<file path="config.mk">
export PLATFORM = sky130hd
export DESIGN_NAME = alu_subtractor_serial
export DESIGN_NICKNAME = d
export VERILOG_FILES = /design/src/rtl/alu_subtractor_serial.sv
export SDC_FILE = /design/constraint.sdc
export NUM_CORES = 1
export LEC_CHECK = 0
export ABC_AREA = 1
export CORE_MARGIN = 3
export CORE_UTILIZATION = 50
export DETAILED_ROUTE_END_ITERATION = 7
export PLACE_DENSITY = 0.8
export SLEW_MARGIN = 15
export SYNTH_ARGS = -nofsm -noshare
export SYNTH_HDL_FRONTEND = slang
export SYNTH_SLANG_ARGS = --single-unit
</file>
<file path="constraint.sdc">
create_clock -name clk -period 7.7 [get_ports clk]
set_input_delay 1.155 -clock clk [delete_from_list [all_inputs] [get_ports clk]]
set_output_delay 1.155 -clock clk [all_outputs]
set_load 0.02 [all_outputs]
</file>
<file path="src/rtl/alu_subtractor_serial.sv">
// alu_subtractor_serial: nibble-serial a - b - borrow_in.
// Each RUN cycle processes one 4-bit slice, least significant slice first.
// The borrow between slices is held in a register.
// Operands arrive through a start valid/ready handshake.
// The result leaves through a done valid/ready handshake.
// Optional feature macro: ALU_SUB_FLAGS_EN adds the registered zero_flag and overflow_flag outputs.
module alu_subtractor_serial #(
   parameter int WIDTH = 16
) (
   input  logic             clk,
   input  logic             reset,
   input  logic             start_valid,
   output logic             start_ready,
   input  logic [WIDTH-1:0] a,
   input  logic [WIDTH-1:0] b,
   input  logic             borrow_in,
   input  logic             enable,
   output logic [WIDTH-1:0] result,
   output logic             borrow_out,
   output logic             done_valid,
   input  logic             done_ready,
   output logic             busy
`ifdef ALU_SUB_FLAGS_EN
   ,
   output logic             zero_flag,
   output logic             overflow_flag
`endif
);

   localparam int NSLICES = WIDTH / 4;
   localparam int KW      = (NSLICES > 1) ? $clog2(NSLICES) : 1;
   localparam logic [KW-1:0] K_LAST = KW'(NSLICES - 1);

   typedef enum logic [1:0] {
      IDLE = 2'd0,
      RUN  = 2'd1,
      DONE = 2'd2
   } state_t;

   state_t           state_q, state_d;
   logic [WIDTH-1:0] a_q, a_d;
   logic [WIDTH-1:0] b_q, b_d;
   logic             en_q, en_d;
   logic             br_q, br_d;
   logic [KW-1:0]    k_q, k_d;
   logic [WIDTH-1:0] result_q, result_d;
   logic             borrow_out_q, borrow_out_d;

   logic [3:0]       a_slice;
   logic [3:0]       b_slice;
   logic [4:0]       sum5;

   // Select the current slice.
   // Subtract it as a + ~b + ~borrow, so the carry out is the inverted borrow.
   always_comb begin
      a_slice = a_q[{k_q, 2'b00} +: 4];
      b_slice = b_q[{k_q, 2'b00} +: 4];
      sum5    = {1'b0, a_slice} + {1'b0, ~b_slice} + {4'b0000, ~br_q};
   end

   // Next-state logic for the control FSM.
   // Also computes the next operand, borrow, slice index and result registers.
   always_comb begin
      state_d      = state_q;
      a_d          = a_q;
      b_d          = b_q;
      en_d         = en_q;
      br_d         = br_q;
      k_d          = k_q;
      result_d     = result_q;
      borrow_out_d = borrow_out_q;
      case (state_q)
         IDLE: begin
            if (start_valid) begin
               state_d = RUN;
               a_d     = a;
               b_d     = b;
               en_d    = enable;
               br_d    = borrow_in;
               k_d     = '0;
            end
         end
         RUN: begin
            result_d[{k_q, 2'b00} +: 4] = en_q ? sum5[3:0] : 4'h0;
            br_d = ~sum5[4];
            if (k_q == K_LAST) begin
               borrow_out_d = ~sum5[4];
               state_d      = DONE;
            end else begin
               k_d = k_q + KW'(1);
            end
         end
         DONE: begin
            if (done_ready) begin
               state_d = IDLE;
            end
         end
         default: begin
            state_d = IDLE;
         end
      endcase
   end

   // State and datapath registers.
   // Reset abandons any operation in flight.
   always_ff @(posedge clk) begin
      if (reset) begin
         state_q      <= IDLE;
         a_q          <= '0;
         b_q          <= '0;
         en_q         <= 1'b0;
         br_q         <= 1'b0;
         k_q          <= '0;
         result_q     <= '0;
         borrow_out_q <= 1'b0;
      end else begin
         state_q      <= state_d;
         a_q          <= a_d;
         b_q          <= b_d;
         en_q         <= en_d;
         br_q         <= br_d;
         k_q          <= k_d;
         result_q     <= result_d;
         borrow_out_q <= borrow_out_d;
      end
   end

`ifdef ALU_SUB_FLAGS_EN
   logic nz_q, nz_d;
   logic zero_flag_q, zero_flag_d;
   logic overflow_flag_q, overflow_flag_d;

   // Track whether any slice of the true difference was nonzero.
   // The tracking ignores enable, because the flags describe the real difference.
   always_comb begin
      nz_d            = nz_q;
      zero_flag_d     = zero_flag_q;
      overflow_flag_d = overflow_flag_q;
      if (state_q == IDLE && start_valid) begin
         nz_d = 1'b0;
      end else if (state_q == RUN) begin
         nz_d = nz_q | (|sum5[3:0]);
         if (k_q == K_LAST) begin
            zero_flag_d     = ~(nz_q | (|sum5[3:0]));
            overflow_flag_d = (a_q[WIDTH-1] ^ b_q[WIDTH-1]) & (sum5[3] ^ a_q[WIDTH-1]);
         end
      end
   end

   // Flag registers, which are valid alongside done_valid.
   always_ff @(posedge clk) begin
      if (reset) begin
         nz_q            <= 1'b0;
         zero_flag_q     <= 1'b0;
         overflow_flag_q <= 1'b0;
      end else begin
         nz_q            <= nz_d;
         zero_flag_q     <= zero_flag_d;
         overflow_flag_q <= overflow_flag_d;
      end
   end

   assign zero_flag     = zero_flag_q;
   assign overflow_flag = overflow_flag_q;
`endif

   assign start_ready = ~reset & (state_q == IDLE);
   assign busy        = (state_q != IDLE);
   assign done_valid  = (state_q == DONE);
   assign result      = result_q;
   assign borrow_out  = borrow_out_q;

endmodule

</file>
==> results_dict.tcl <==
set metrics [dict create \
    status "completed" \
    areaGrowthSynthToFinish_pct 27.4 \
    fin_cells 451 \
    cp_max_fo 21 \
    synth_xor_area_frac 0 \
    synthMuxAreaShare 0.00400 \
    power_density_nw_per_um2 199 \
    ys.flop_type "dfxtp_1" \
    slew_viol_final 0 \
    io_buffers 57 \
    drtIter0Drc 149 \
    place_inst 443 \
    via_count 2301 \
    synth.avg_cell_area_um2 7.49 \
    drt-pass1-iter-count 4 \
    clk_root_buffer_cell "clkbuf_8" \
    p_clk_frac 0.266 \
    fill_cells 430 \
    core_region_area_um2 4790 \
    cts-resized-gates 0 \
    intPower_mw 0.448 \
    hold_viol 0 \
    hp-class "register to register" \
    wl_per_cell_um 11.8 \
    drive_gt1_frac 0.0547 \
    drc_errors 0 \
    synth_top_family_by_area "simple AND/OR/NAND/NOR gates" \
    synth.area.top_cells "dfxtp_1, nor2_1, o21ai_0, nand2_1, a21oi_1" \
    final_cell_mix "nor2_1, clkdlybuf4s50_1, dfxtp_1, nand2_1, o21ai_0" \
    tightest_slew_ns 0.927 \
    max_cap_violations 0 \
    track_usage 0.192 \
    skew_ns 0.00433 \
    vias_per_cell 5.10 \
    die_w_um 76.7 \
    p_comb_frac 0.241 \
    synth_top_area_share 0.440 \
    p_total_mw 0.635 \
    syn_nets 383 \
    diodes 0 \
    syn_area_um2 2500 \
    cp-end-kind "output port" \
    tns_ns 0 \
    clock-sinks 55 \
    antenna_found_initial 0 \
    swShare 0.294 \
    nets 432 \
    floorplan.initialDensity 0.523 \
    cp_data_arrival_time_ns 2.76 \
    ys_warn_count 0 \
    postSynth.asyncResetShare 0 \
    pwr-share-seq 0.493 \
    grt.overflow.total 0 \
    synth_adder_area_share 0.0610 \
    fin_crit_sh 0.509 \
    dpl.hpwl_um 3740 \
    syn_inst 334 \
    period_minus_slack_ns 3.92 \
    rows 25 \
    hold_buffers 0 \
    rsz0062_at_grt "no" \
    synth-compound-area-share 0.177 \
    die-area_um2 5890 \
    tritoncts "done" \
    cts_setup_buffers 0 \
    p_leak_nw 1.23 \
    crit_required_ns 6.55 \
    antenna_left 0 \
    synth_seq_cells 55 \
    cts_buffer_depth 2 \
    synthSimpleGateAreaFrac 0.258 \
    fmax_mhz 255 \
    final_common_cell "nor2_1" \
    yosysSeqAreaShare 0.440 \
    place.gp.congestion 0.815 \
    grt_pass1_vias 2107 \
    grt_pass1_wl_um 9230 \
    yosysUniqueCellTypes 27 \
    start_kind "input pin" \
    numCtsBuffers 5 \
    timing.slew.headroom 0.381 \
    grt_max_degree 38 \
    pin_count 58 \
    ir_worst_vdd_mv 0.110 \
    die_height_um 76.7 \
    path_class "input pin to output port" \
    setup_viol 0 \
    power_switching_mw 0.187 \
    h-tree-depth 2 \
    routed_wl_um 5340 \
    yosysTopAreaCell "dfxtp_1" \
    path_clk_slew_ns 0.09 \
    final_util 0.666 \
    synth_edf_count 0 \
    clk_latency_ns 0.30 \
]
## power by group through the flow
stage                     clock network, mW  logic, mW  registers (mW)
after floorplan                           0      0.106           0.318
final                                 0.169      0.153           0.313
after global placement                    0      0.148           0.319
after detailed placement                  0      0.152           0.320
after global routing                  0.189      0.174           0.315
after CTS                             0.173      0.153           0.313
## cell usage after synthesis (all sizes together), types with 2 or more instances
| cell type | instances |
|---|---|
| a21oi | 31 |
| a32o | 3 |
| a32oi | 2 |
| buf | 6 |
| clkbuf | 10 |
| dfxtp | 55 |
| fa | 2 |
| ha | 9 |
| inv | 20 |
| nand2 | 52 |
| nand3 | 7 |
| nand4 | 4 |
| nor2 | 81 |
| nor4 | 3 |
| o21ai | 44 |
| o22ai | 3 |
## sequential cells by signal (all words and copies together), names as in the netlist
signal      cells
result         16
borrow_out      1
state_q         2
b_q            16
a_q            16
br_q            1
k_q             2
en_q            1
## layer usage
layer	global-route usage	vias to the layer above	wire length, um
met1	0.228	1034	2320
met2	0.329	62	2620
met4	0.0851	0	108
li1	-	1194	-
met5	0	-	0
met3	0.0446	11	289
## cell families after synthesis
family,Yosys count
DFF,55
buffers and inverters,36
and+or+nand+nor,148
adders and majority gates,11
AOI/OAI and AO/OA,83
muxes,1
## stage by stage
stage | cell area, um2 | hold WS [ns] | setup WS [ns]
floorplan | 2500 | 0.449 | 4.90
global placement | 3090 | 0.451 | 3.80
detailed placement | 3090 | 0.455 | 3.79
CTS | 3190 | 0.469 | 3.78
global route | 3190 | 0.485 | 3.69
finish | 3190 | 0.466 | 3.78
## cell type report
cell class | instances | area [um2] | share of cell area
Sequential cell | 55 | 1100 | 0.345
Tap cell | 67 | 83.8 | 0.0263
Inverter | 20 | 75.1 | 0.0235
Multi-Input combinational cell | 243 | 1250 | 0.392
Timing Repair Buffer | 58 | 578 | 0.181
Clock buffer | 8 | 100 | 0.0314
## worst max-delay path, stage by stage
cell and delay [ns]:
clkdlybuf4s50_1 0.77, nor2_1 0.22, clkdlybuf4s50_1 0.62
## worst paths after layout
path | startpoint | depth (start not counted) | slack, ns | to
max reg2reg | k_q[0]$_SDFFE_PP0P_ | 11 | 4.52 | result[14]$_SDFFE_PP0P_
min | result[8]$_SDFFE_PP0P_ | 2 | 0.47 | result[8]$_SDFFE_PP0P_
min reg2reg | result[8]$_SDFFE_PP0P_ | 2 | 0.47 | result[8]$_SDFFE_PP0P_
max | reset | 3 | 3.78 | start_ready
No activity file was read; power rests on OpenSTA's default activity.
